--- src/rtl/music_pkg.sv ---
// Constants shared by the keypad front end and the tone generator.
// Note indices are bit positions in the one-hot note bus.
package music_pkg;

  localparam int unsigned NUM_NOTES = 7;
  localparam int unsigned CLK_HZ    = 25000000;

  localparam int unsigned N_DO  = 0;
  localparam int unsigned N_RE  = 1;
  localparam int unsigned N_MI  = 2;
  localparam int unsigned N_FA  = 3;
  localparam int unsigned N_SOL = 4;
  localparam int unsigned N_LA  = 5;
  localparam int unsigned N_SI  = 6;

  typedef logic [NUM_NOTES-1:0] note_t;

  // Keeps only the lowest set bit, so a chord resolves to its lowest note.
  function automatic note_t prio_onehot(input note_t pressed);
    return pressed & (~pressed + note_t'(1));
  endfunction

endpackage

--- src/rtl/note_keypad_if.sv ---
// Button inputs and the clean control outputs that feed the tone generator.
// The keypad is the slave side; the board/testbench is the master side.
interface note_keypad_if;

  logic [music_pkg::NUM_NOTES-1:0] key_n;
  logic                            play_n;
  logic [music_pkg::NUM_NOTES-1:0] note;
  logic                            onoff;
  logic                            note_chg;

  modport master (
    output key_n,
    output play_n,
    input  note,
    input  onoff,
    input  note_chg
  );

  modport slave (
    input  key_n,
    input  play_n,
    output note,
    output onoff,
    output note_chg
  );

endinterface

--- src/rtl/key_debounce.sv ---
// One button: 2-flop synchroniser, then a level is accepted only after
// DB_CYCLES consecutive cycles that disagree with the current stable level.
module key_debounce #(
  parameter int unsigned DB_CYCLES = 250000
) (
  input  logic clk,
  input  logic rst_n,
  input  logic raw_n,
  output logic level,
  output logic press
);

  localparam logic [23:0] CntMax = 24'(DB_CYCLES - 1);

  logic [1:0]  sync_q, sync_d;
  logic        st_q, st_d;
  logic [23:0] cnt_q, cnt_d;
  logic        press_q, press_d;

  always_ff @(posedge clk or negedge rst_n) begin
    if (!rst_n) begin
      sync_q  <= 2'b11;
      st_q    <= 1'b1;
      cnt_q   <= '0;
      press_q <= 1'b0;
    end else begin
      sync_q  <= sync_d;
      st_q    <= st_d;
      cnt_q   <= cnt_d;
      press_q <= press_d;
    end
  end

  always_comb begin
    sync_d = {sync_q[0], raw_n};
    st_d   = st_q;
    cnt_d  = cnt_q;
    if (sync_q[1] == st_q) begin
      cnt_d = '0;
    end else if (cnt_q == CntMax) begin
      st_d  = ~st_q;
      cnt_d = '0;
    end else begin
      cnt_d = cnt_q + 24'd1;
    end
    press_d = st_q & ~st_d;
  end

  assign level = st_q;
  assign press = press_q;

endmodule

--- src/rtl/note_keypad.sv ---
// Keypad front end: debounced note keys resolved to a registered one-hot
// note, a play button that toggles onoff, and a pulse on every note change.
module note_keypad
  import music_pkg::*;
#(
  parameter int unsigned DB_CYCLES = CLK_HZ / 100
) (
  input  logic              clk,
  input  logic              rst_n,
  note_keypad_if.slave      kp
);

  note_t key_level;
  note_t key_press;
  logic  play_level;
  logic  play_press;

  note_t note_q, note_d;
  logic  onoff_q, onoff_d;
  logic  note_chg_q, note_chg_d;

  for (genvar i = 0; i < NUM_NOTES; i++) begin : g_key
    key_debounce #(
      .DB_CYCLES (DB_CYCLES)
    ) u_key_db (
      .clk   (clk),
      .rst_n (rst_n),
      .raw_n (kp.key_n[i]),
      .level (key_level[i]),
      .press (key_press[i])
    );
  end

  key_debounce #(
    .DB_CYCLES (DB_CYCLES)
  ) u_play_db (
    .clk   (clk),
    .rst_n (rst_n),
    .raw_n (kp.play_n),
    .level (play_level),
    .press (play_press)
  );

  // Note keys are level-driven; their press pulses are not needed here.
  logic unused_sig;
  assign unused_sig = ^{key_press, play_level};

  always_ff @(posedge clk or negedge rst_n) begin
    if (!rst_n) begin
      note_q     <= '0;
      onoff_q    <= 1'b0;
      note_chg_q <= 1'b0;
    end else begin
      note_q     <= note_d;
      onoff_q    <= onoff_d;
      note_chg_q <= note_chg_d;
    end
  end

  always_comb begin
    note_d     = prio_onehot(~key_level);
    onoff_d    = onoff_q ^ play_press;
    note_chg_d = (note_d != note_q);
  end

  assign kp.note     = note_q;
  assign kp.onoff    = onoff_q;
  assign kp.note_chg = note_chg_q;

endmodule

--- src/flat_wrapper.sv ---
// flat-port wrapper written by rule: the top's interface ports become plain ports
module note_keypad_flat import music_pkg::*;
#(
  parameter int unsigned DB_CYCLES = CLK_HZ / 100
)
  (clk, rst_n, kp_key_n, kp_play_n, kp_note, kp_onoff, kp_note_chg);
  note_keypad_if kp_i ();
  input  logic clk;
  input  logic rst_n;
  input wire logic [$bits(kp_i.key_n)-1:0] kp_key_n;
  input wire logic [$bits(kp_i.play_n)-1:0] kp_play_n;
  output wire logic [$bits(kp_i.note)-1:0] kp_note;
  output wire logic [$bits(kp_i.onoff)-1:0] kp_onoff;
  output wire logic [$bits(kp_i.note_chg)-1:0] kp_note_chg;
  assign kp_i.key_n = kp_key_n;
  assign kp_i.play_n = kp_play_n;
  assign kp_note = kp_i.note;
  assign kp_onoff = kp_i.onoff;
  assign kp_note_chg = kp_i.note_chg;
  note_keypad #(.DB_CYCLES(DB_CYCLES)) u_core (.clk(clk), .rst_n(rst_n), .kp(kp_i));
endmodule
--- config.mk ---
export PLATFORM = sky130hd
export DESIGN_NAME = note_keypad_flat
export DESIGN_NICKNAME = d
export VERILOG_FILES = /design/src/rtl/music_pkg.sv /design/src/rtl/note_keypad_if.sv /design/src/rtl/key_debounce.sv /design/src/rtl/note_keypad.sv /design/src/flat_wrapper.sv
export SDC_FILE = /design/constraint.sdc
export NUM_CORES = 1
export LEC_CHECK = 0
export BUFFER_PORTS_ARGS = -buffer_cell sky130_fd_sc_hd__buf_2
export CAP_MARGIN = 20
export CORE_MARGIN = 1
export CORE_UTILIZATION = 50
export DETAILED_ROUTE_END_ITERATION = 7
export PLACE_DENSITY = 0.8
export RECOVER_POWER = 50
export SLEW_MARGIN = 20
export SYNTH_ARGS = -nofsm -noshare
export SYNTH_HDL_FRONTEND = slang
export SYNTH_HIERARCHICAL = 1
export SYNTH_SLANG_ARGS = --single-unit
--- constraint.sdc ---
create_clock -name clk -period 1.85 [get_ports clk]
set_input_delay 0.2775 -clock clk [delete_from_list [all_inputs] [get_ports clk]]
set_output_delay 0.2775 -clock clk [all_outputs]
set_load 0.005 [all_outputs]
Word-level counts from Yosys, hierarchy flattened
Cells that the tools add are included.
{"block": "word_totals", "register_bits": 226, "inputBits": 10}
{"block": "op_classes", "addsub": 9, "n_bitwise": 21, "n_reduce_logical": 7, "n_eq_ne": 17, "muxes": 18}
{"op": "24-bit 2-to-1 mux", "n": 16}
{"op": "24-bit by 1-bit adder with 24-bit output, second input constant", "n": 8}
{"op": "24-bit by 18-bit equality test with 1-bit output, second input constant", "n": 8}
{"op": "1-bit NOT", "n": 16}
{"op": "7-bit NOT", "n": 2}
{"op": "2-bit AND reduction", "n": 7}
{"op": "1-bit equality test", "n": 8}
{"op": "7-bit by 1-bit adder with 7-bit output, second input constant", "n": 1}
{"op": "7-bit bitwise AND", "n": 1}
{"op": "7-bit != test", "n": 1}
{"op": "1-bit 2-to-1 mux", "n": 2}
{"op": "1-bit bitwise AND", "n": 1}
{"op": "1-bit XOR", "n": 1}

Logic depth before layout (Yosys ltp)
Gate-level depths: netlist (run 1).
{"block": "logic_depth", "word_depth": 5, "ltp_mapped": 6, "depth_no_buf": 5}

Cells and area by module
Netlist (run 1), hierarchy kept.
{"mod": "key_debounce at u_core.g_key[0].u_key_db ...", "instances": 7, "area_each_um2": 1406.3, "cells_each": 140}
{"mod": "key_debounce at u_core.g_key[3].u_key_db", "instances": 1, "area_each_um2": 1392.6, "cells_each": 135}
{"mod": "note_keypad", "instances": 1, "area_each_um2": 460.4, "cells_each": 40}

Worst setup path before layout (run 1)
No wires, ideal clock.
{"block": "synth_path", "path_kind": "flip-flop to flip-flop", "from": "register u_core.g_key[3].u_key_db.cnt_q[0]", "to": "register u_core.g_key[3].u_key_db.cnt_q[20]", "t_required_ns": 1.777, "period_less_slack_ns": 1.888, "slack_ns": -0.038, "stages_incl_launch_ff": 6, "arrival_ns": 1.815, "setup_ns": 0.073, "cell_sequence": "dfrtp_1 -> ha_1 -> nand4_4 -> or4_4 -> or3_1 -> a21oi_2"}
{"block": "synth_between", "elab_chain_cells": 3, "elab_cells_between_ends": 4, "classes_between": "add/sub (1); eq/ne (1); mux (2)"}
{"element": "start, declared", "line_no": "key_debounce.sv:17", "text": "logic [23:0] cnt_q, cnt_d;"}
{"element": "start signal, assigned", "line_no": "key_debounce.sv:29", "text": "cnt_q <= cnt_d;"}
{"element": "24-bit by 1-bit adder with 24-bit output / 24-bit by 18-bit equality test with 1-bit output (equally long branches)", "line_no": "key_debounce.sv:44, key_debounce.sv:40"}
{"element": "24-bit 2-to-1 mux *", "line_no": "key_debounce.sv:40", "text": "end else if (cnt_q == CntMax) begin"}
{"element": "24-bit 2-to-1 mux *", "line_no": "key_debounce.sv:38", "text": "if (sync_q[1] == st_q) begin"}
{"element": "net u_core.g_key[3].u_key_db.cnt_d[20]", "line_no": "key_debounce.sv:17"}
The timed path passes the listed nets; every way through them passes the cells marked *.
A chain may end at the register's enable or synchronous reset.

Worst setup path in the final report (run 1)
{"block": "layout_path", "from": "register u_core.g_key[1].u_key_db.cnt_q[21]", "to": "register u_core.g_key[1].u_key_db.cnt_q[16]"}
{"block": "layout_between", "elab_chain_cells": 3}
{"element": "start, declared", "line_no": "key_debounce.sv:17"}
{"element": "start signal, assigned", "line_no": "key_debounce.sv:29"}
{"element": "24-bit by 18-bit equality test with 1-bit output", "line_no": "key_debounce.sv:40"}
{"element": "24-bit 2-to-1 mux", "line_no": "key_debounce.sv:40"}
{"element": "24-bit 2-to-1 mux", "line_no": "key_debounce.sv:38"}
{"element": "net u_core.g_key[1].u_key_db.cnt_d[16]", "line_no": "key_debounce.sv:17"}
The timed path passes the listed nets, and every way through them passes these cells.

==> results of run 1 <==
## registers in the layout, indices dropped and copies added, names as in the netlist
register                      count
u_core/g_key.u_key_db/cnt_q     168
u_core/u_play_db/cnt_q           24
u_core/g_key.u_key_db/sync_q     14
u_core/g_key.u_key_db/level       7
u_core/kp.note                    7
u_core/u_play_db/sync_q           2
u_core/kp.note_chg                1
u_core/kp.onoff                   1
u_core/u_play_db/level            1
u_core/u_play_db/press            1
## final cells by class
cell class              count  area share
flip-flops and latches    226       0.389
multi-input cells         842       0.415
clock buffers              31      0.0464
well taps                 285      0.0244
inverters                  20     0.00513
repair buffers            186       0.107
clock inverters            14      0.0139
## how the worst max path moves through the flow
stage / start / to / slack, ns / depth (start not counted)
6_report: u_core/g_key[1].u_key_db/cnt_q[21] / u_core/g_key[1].u_key_db/cnt_q[16] / -0.14 / 5
5_1_grt: u_core/g_key[1].u_key_db/cnt_q[0] / u_core/g_key[1].u_key_db/cnt_q[16] / -0.18 / 8
4_1_cts: u_core/g_key[5].u_key_db/cnt_q[10] / u_core/g_key[5].u_key_db/cnt_q[3] / -0.05 / 5
3_5_place_dp: u_core/g_key[3].u_key_db/cnt_q[21] / u_core/g_key[3].u_key_db/cnt_q[5] / -0.06 / 5
3_3_place_gp: u_core/g_key[1].u_key_db/cnt_q[10] / u_core/g_key[1].u_key_db/cnt_q[12] / -0.01 / 5
2_1_floorplan: u_core/g_key[0].u_key_db/cnt_q[10] / u_core/g_key[0].u_key_db/cnt_q[17] / -0.005 / 5
## routing by layer
metal | vias to the layer above | track usage | share of wire
li1 | 4521 | - | -
met1 | 4883 | 0.295 | 0.42
met2 | 251 | 0.389 | 0.52
met3 | 49 | 0.0289 | 0.037
met4 | 0 | 0.0667 | 0.021
met5 | - | 0 | 0
## metrics by stage
step | hold slack (ns) | TNS [ns]
floorplan | -0.0181 | -0.187
CTS | 0.282 | -4.51
detailed placement | 0.225 | -2.59
global route | 0.356 | -22.54
finish | 0.352 | -14.86
global placement | 0.222 | -0.133
## power by group
part	switching [mW]	total [mW]	internal, mW
logic	0.301	0.503	0.202
registers	0.0618	5.08	5.02
clock network	2.01	5.31	3.29
## critical path: cells and delay by family (launching register included)
kind	cells	cell delay, ns
buf+inv	1	0.20
flops	1	0.40
simple gates	2	0.94
compound gates	2	0.33
## layout by cell type (no fill, tap or decap), drive strengths merged, types with 24 or more instances in the layout
cell,count
dfrtp,202
buf,174
nor2,138
nand3,74
xnor2,71
a21oi,69
nand2,62
o31ai,57
or4,57
nand4,55
xor2,45
nor4,43
clkbuf,34
nor3,28
and3,25
or3,25
dfstp,24
## timing repair
| action | in CTS | in global routing |
|---|---|---|
| hold endpoints to repair | 44 | 0 |
| setup endpoints to repair | 154 | 185 |
| pin swaps | 35 | 48 |
| buffers inserted | 14 | 11 |
| resized for setup | 79 | 172 |
| hold buffers | 9 | 0 |
| cloned | 10 | 3 |
==> load_flow_metrics.sql, run 1 <==
INSERT INTO impl_metrics (metric_group, metric, value, unit) VALUES
('detailed_routing', 'detail_route.iter0.violations', '766', ''),
('setup_path', 'path_max_fanout', '6', ''),
('timing', 'timing.final.ws_setup', '-0.141', 'ns'),
('setup_path', 'crit_arrival', '2.38', 'ns'),
('setup_path', 'reg2regPathDepth', '5', ''),
('floorplan', 'i_o_pins', '19', ''),
('global_routing', 'global_route_wire_length_before_repair', '44400', 'um'),
('worst_hold_path', 'hold_path.startpoint', 'u_core/g_key[4].u_key_db/sync_q[0]', ''),
('timing', 'timing_worst_slew_pin_value', '1.36', 'ns'),
('detailed_routing', 'antenna_violating_nets_post_route', '0', ''),
('clock_network', 'numClockSinks', '226', ''),
('placed_design', 'globalplace.congestion', '0.872', ''),
('yosys', 'synth.yosys.warnings', '6', ''),
('timing', 'setup_viol', '181', ''),
('global_routing', 'grt_antenna_before_repair', '0', ''),
('setup_path', 'reg2reg_to', 'u_core/g_key[1].u_key_db/cnt_q[16]', ''),
('run_status', 'failed_checks', 'negative setup slack', ''),
('worst_hold_path', 'hold_end', 'u_core/g_key[4].u_key_db/sync_q[1]', ''),
('yosys', 'avgSynthCellArea', '10.1', 'um2'),
('final_layout', 'antennaDiodeCount', '0', ''),
('setup_path', 'reg2reg_from', 'u_core/g_key[1].u_key_db/cnt_q[21]', ''),
('timing', 'rsz_0062_raised_after_global_routing', 'true', ''),
('clock_network', 'cts_root_buffer', 'sky130_fd_sc_hd__clkbuf_16', ''),
('detailed_routing', 'routed_via_density', '6.05', ''),
('floorplan', 'initial_core_utilization', '0.508', ''),
('yosys', 'syn-cell-area', '11500', 'um2'),
('setup_path', 'critical_path.slowest_cell', 'sky130_fd_sc_hd__or4b_4', ''),
('final_layout', 'finalNonFillerCells', '1604', ''),
('yosys', 'synthesized_netlist_net_count', '1159', ''),
('detailed_routing', 'post_drt_wl_per_cell', '17.8', 'um'),
('clock_network', 'clk_latency', '0.52', 'ns'),
('placed_design', 'detailed_placement_wirelength_estimate', '16500', 'um'),
('global_routing', 'track_usage', '0.225', ''),
('global_routing', 'maximum_number_of_pins_on_one_net_before_global_route_repair', '53', ''),
('floorplan', 'die_height', '153', 'um'),
('floorplan', 'num_rows', '55', ''),
('power', 'cellPowerDensity', '745', 'nW/um2'),
('timing', 'clock-skew-final', '0.0104', 'ns'),
('clock_network', 'cts-root-to-sink-buffers', '3', ''),
('setup_path', 'critPathLaunchType', 'flop', ''),
('placed_design', 'placed_cell_area', '12500', 'um2'),
('worst_hold_path', 'worst_hold_path.num_cells', '0', ''),
('power', 'leakage', '5.62', 'nW'),
('timing', 'achievable-frequency', '502', 'MHz'),
('clock_network', 'tritoncts.num_buffers', '25', ''),
('final_layout', 'multiInputGateArea', '6070', 'um2'),
('placed_design', 'port-buffer-count', '18', ''),
('setup_path', 'endpoint_kind', 'flop', ''),
('floorplan', 'overall_die_area', '23500', 'um2'),
('timing', 'finalHoldViolCount', '0', ''),
('final_layout', 'drive_above_1_share', '0.323', ''),
('run_status', 'outcome', 'finished, violations left', ''),
('setup_path', 'timing.critical_path.cells', 'or4b_4 > or3_4 > o21ai_4 > buf_8 > a21oi_2', ''),
('setup_path', 'timing.critical_path.required', '2.24', 'ns'),
('clock_network', 'ctsHtreeMaxLevel', '1', ''),
('clock_network', 'cts_tree', 'built', ''),
('timing', 'finalMaxSlewViolations', '0', ''),
('detailed_routing', 'totalWireLength', '28500', 'um'),
('setup_path', 'setup.reg_to_reg.worst_slack', '-0.14', 'ns'),
('final_layout', 'final-seq-area', '5690', 'um2'),
('worst_hold_path', 'holdCritPathClass', 'reg -> reg', ''),
('detailed_routing', 'drt_drc_violations_left', '0', ''),
('detailed_routing', 'drt_first_pass_iters', '5', ''),
('timing', 'period_minus_slack', '1.99', 'ns'),
('clock_network', 'clkSlewWorstSetupHoldPaths', '0.06', 'ns'),
('setup_path', 'path_class', 'reg -> reg', ''),
('timing', 'max_slew_margin', '0.0939', ''),
('final_layout', 'fill_cells', '1617', ''),
('final_layout', 'post-route-util', '0.648', ''),
('final_layout', 'final_nets', '1319', ''),
('final_layout', 'finalInstanceArea', '14600', 'um2');
Power figures use the tool's default switching activity.
==> run 2, diff against run 1 <==
--- a/config.mk
+++ b/config.mk
@@ -10,8 +10,8 @@
 export CORE_MARGIN = 1
 export CORE_UTILIZATION = 50
 export DETAILED_ROUTE_END_ITERATION = 7
-export PLACE_DENSITY = 0.8
-export RECOVER_POWER = 50
+export PLACE_DENSITY = 0.78
+export RECOVER_POWER = 25
 export SLEW_MARGIN = 20
 export SYNTH_ARGS = -nofsm -noshare
 export SYNTH_HDL_FRONTEND = slang
==> constraint.sdc (replaced) <==
create_clock -name clk -period 1.9 [get_ports clk]
set_input_delay 0.285 -clock clk [delete_from_list [all_inputs] [get_ports clk]]
set_output_delay 0.285 -clock clk [all_outputs]
set_load 0.005 [all_outputs]
==> run 2 against run 1 <==
  * Core utilization down 0.33 points
  * Wire length fell by 6.6%
  * Critical endpoint is now u_core/g_key[5].u_key_db/cnt_q[21]
  * Sequential share of layout area up 0.21 points
  * The flow still finishes with violations (negative setup slack)
==> load_flow_metrics.sql, run 2 (synthesis results as in run 1) <==
INSERT INTO impl_metrics (metric_group, metric, value, unit) VALUES
('run_status', 'outcome', 'finished, violations left', ''),
('run_status', 'failed_checks', 'negative setup slack', ''),
('final_layout', 'final_nets', '1298', ''),
('detailed_routing', 'drt_drc_violations_left', '0', ''),
('detailed_routing', 'detail_route.iter0.violations', '642', ''),
('floorplan', 'floorplan.core_area', '22600', 'um2'),
('clock_network', 'cts_root_buffer', 'sky130_fd_sc_hd__clkbuf_16', ''),
('final_layout', 'finalInstanceArea', '14600', 'um2'),
('final_layout', 'layout_commonest_cell', 'sky130_fd_sc_hd__dfrtp_1', ''),
('detailed_routing', 'totalWireLength', '26600', 'um'),
('floorplan', 'fp.dieW', '153', 'um'),
('detailed_routing', 'vias', '9454', ''),
('worst_hold_path', 'hold_path.startpoint', 'u_core/g_key[3].u_key_db/sync_q[0]', ''),
('global_routing', 'gr-total-overflow', '0', ''),
('placed_design', 'cell_count_post_placement', '1490', ''),
('final_layout', 'most-common-layout-cells', '200 x sky130_fd_sc_hd__dfrtp_1, 105 x sky130_fd_sc_hd__buf_4, 71 x sky130_fd_sc_hd__xnor2_1, 65 x sky130_fd_sc_hd__nor2_1, 64 x sky130_fd_sc_hd__nand3_1', ''),
('floorplan', 'i_o_pins', '19', ''),
('global_routing', 'use_met1', '0.291', ''),
('final_layout', 'post-route-util', '0.645', ''),
('power', 'ir_worst_vdd', '830', 'uV'),
('clock_network', 'clkSlewWorstSetupHoldPaths', '0.06', 'ns'),
('final_layout', 'finalNonFillerCells', '1582', ''),
('final_layout', 'multiInputGateArea', '6130', 'um2'),
('clock_network', 'numClockSinks', '226', ''),
('final_layout', 'biggestRegsByFlops', 'u_core/g_key.u_key_db/cnt_q: 168 flops, u_core/u_play_db/cnt_q: 24 flops, u_core/g_key.u_key_db/sync_q: 14 flops', ''),
('placed_design', 'detailed_placement_wirelength_estimate', '15700', 'um'),
('timing', 'setup_tns', '-4.48', 'ns'),
('timing', 'period_minus_slack', '1.98', 'ns'),
('global_routing', 'maximum_number_of_pins_on_one_net_before_global_route_repair', '50', ''),
('timing', 'clock-skew-final', '0.0188', 'ns'),
('placed_design', 'globalplace.congestion', '0.837', ''),
('timing', 'achievable-frequency', '505', 'MHz'),
('power', 'leakage', '5.58', 'nW'),
('setup_path', 'path_max_fanout', '8', ''),
('floorplan', 'die_height', '153', 'um'),
('timing', 'setup_viol', '140', ''),
('clock_network', 'tritoncts.num_buffers', '24', ''),
('flow_run', 'max_cap_viol_count', '0', ''),
('final_layout', 'antennaDiodeCount', '0', ''),
('placed_design', 'placed_cell_area', '12400', 'um2'),
('timing', 'max_slew_margin', '0.117', ''),
('floorplan', 'initial_core_utilization', '0.508', ''),
('setup_path', 'path_class', 'reg -> reg', ''),
('final_layout', 'drive_above_1_share', '0.302', ''),
('global_routing', 'grt_antenna_before_repair', '0', ''),
('global_routing', 'grt_pass1_vias', '9097', ''),
('final_layout', 'largest_register', 'u_core/g_key.u_key_db/cnt_q', ''),
('final_layout', 'final-seq-area', '5690', 'um2'),
('final_layout', 'largest_reg_flops', '168', ''),
('detailed_routing', 'antenna_violating_nets_post_route', '0', ''),
('clock_network', 'cts-root-to-sink-buffers', '3', ''),
('global_routing', 'global_route_wire_length_before_repair', '42300', 'um'),
('timing', 'finalMaxSlewViolations', '0', ''),
('timing', 'timing_worst_slew_pin_value', '1.32', 'ns'),
('final_layout', 'syn_to_final_growth', '26.9', '%'),
('placed_design', 'port-buffer-count', '18', ''),
('global_routing', 'top_usage_layer', 'met2', ''),
('setup_path', 'reg2reg_from', 'u_core/g_key[5].u_key_db/cnt_q[21]', ''),
('timing', 'finalHoldViolCount', '0', ''),
('setup_path', 'critPathLaunchType', 'flop', ''),
('timing', 'fin_crit_sh', '1.04', ''),
('worst_hold_path', 'holdCritPathClass', 'reg -> reg', ''),
('floorplan', 'overall_die_area', '23500', 'um2'),
('floorplan', 'num_rows', '55', ''),
('timing', 'rsz_0062_raised_after_global_routing', 'true', ''),
('global_routing', 'grtUsageMet3', '0.0306', ''),
('global_routing', 'track_usage', '0.212', ''),
('setup_path', 'crit_arrival', '2.36', 'ns'),
('power', 'total_power', '10.3', 'mW'),
('setup_path', 'timing.critical_path.required', '2.28', 'ns'),
('power', 'cellPowerDensity', '710', 'nW/um2'),
('clock_network', 'cts_tree', 'built', ''),
('detailed_routing', 'post_drt_wl_per_cell', '16.8', 'um'),
('detailed_routing', 'drt_first_pass_iters', '5', ''),
('clock_network', 'ctsHtreeMaxLevel', '1', ''),
('global_routing', 'global_route.usage.met2', '0.349', ''),
('timing', 'timing.final.ws_setup', '-0.0815', 'ns'),
('setup_path', 'endpoint_kind', 'flop', ''),
('clock_network', 'clk_latency', '0.51', 'ns'),
('setup_path', 'crit_start', 'u_core/g_key[5].u_key_db/cnt_q[21]', ''),
('final_layout', 'fill_cells', '1615', ''),
('detailed_routing', 'routed_via_density', '5.98', '');
-- run 2: changes by cell type in the layout (fill, tap and decap cells not counted), moves of 4 or more --
cell,change
sky130_fd_sc_hd__nand2b_4,+4
sky130_fd_sc_hd__buf_12,+4
sky130_fd_sc_hd__buf_6,-14
sky130_fd_sc_hd__clkinv_2,-4
sky130_fd_sc_hd__buf_4,-12
sky130_fd_sc_hd__nor2_1,+8
sky130_fd_sc_hd__clkbuf_8,+4
sky130_fd_sc_hd__a21oi_2,-4
sky130_fd_sc_hd__nor2_4,+17
sky130_fd_sc_hd__nor2_2,-25
-- run 2: what timing repair did --
| item | in CTS | in global routing |
|---|---|---|
| pin swaps | 3 | 72 |
| buffers inserted | 11 | 21 |
| endpoints found under the hold margin | 47 | 0 |
| hold buffers | 9 | 0 |
| cloned | 3 | 5 |
| endpoints found under the setup margin | 40 | 183 |
| resized for setup | 16 | 231 |
-- run 2: metal layers --
layer / vias to the layer above / wire length (um)
li1: 4488 / -
met4: 0 / 679
met2: 218 / 13300
met1: 4681 / 11600
met5: - / 0
met3: 67 / 1010
-- run 2: through the flow --
step                setup slack [ns]  hold slack [ns]
floorplan                     0.0115          -0.0106
global placement              0.0140            0.221
detailed placement           -0.0316            0.224
CTS                         -0.00850            0.289
global route                  -0.117            0.361
finish                       -0.0815            0.354
-- run 2: final cells by class --
| type | instances | area share |
|---|---|---|
| Clock inverter | 5 | 0.00688 |
| Sequential cell | 226 | 0.391 |
| Timing Repair Buffer | 166 | 0.100 |
| Inverter | 20 | 0.00516 |
| Clock buffer | 38 | 0.0512 |
| Multi-Input combinational cell | 842 | 0.421 |
| Tap cell | 285 | 0.0245 |
-- run 2: path summary, 6_finish.rpt --
check | endpoint | slack (ns) | cells past startpoint
worst min register to register | u_core/g_key[3].u_key_db/sync_q[1] | 0.35 | 0
worst max register to register | u_core/g_key[5].u_key_db/cnt_q[21] | -0.08 | 5
max in group asynchronous | u_core/g_key[1].u_key_db/sync_q[1] | 0.26 | 3
min in group asynchronous | u_core/g_key[3].u_key_db/cnt_q[4] | 0.61 | 2
worst max-delay path | u_core/g_key[5].u_key_db/cnt_q[21] | -0.08 | 5
worst min-delay path | u_core/g_key[3].u_key_db/sync_q[1] | 0.35 | 0
-- run 2: worst max-delay path, stage by stage (launching register included) --
cell                      delay [ns]
sky130_fd_sc_hd__dfrtp_1        0.41
sky130_fd_sc_hd__or4b_4         0.53
sky130_fd_sc_hd__or3_4          0.41
sky130_fd_sc_hd__o21ai_4        0.23
sky130_fd_sc_hd__buf_8          0.20
sky130_fd_sc_hd__a21oi_2        0.05
-- run 2: where the power goes --
group	total (mW)	internal (mW)	switching [mW]
Combinational	0.470	0.186	0.284
Clock	4.92	3.08	1.84
Sequential	4.95	4.89	0.0616
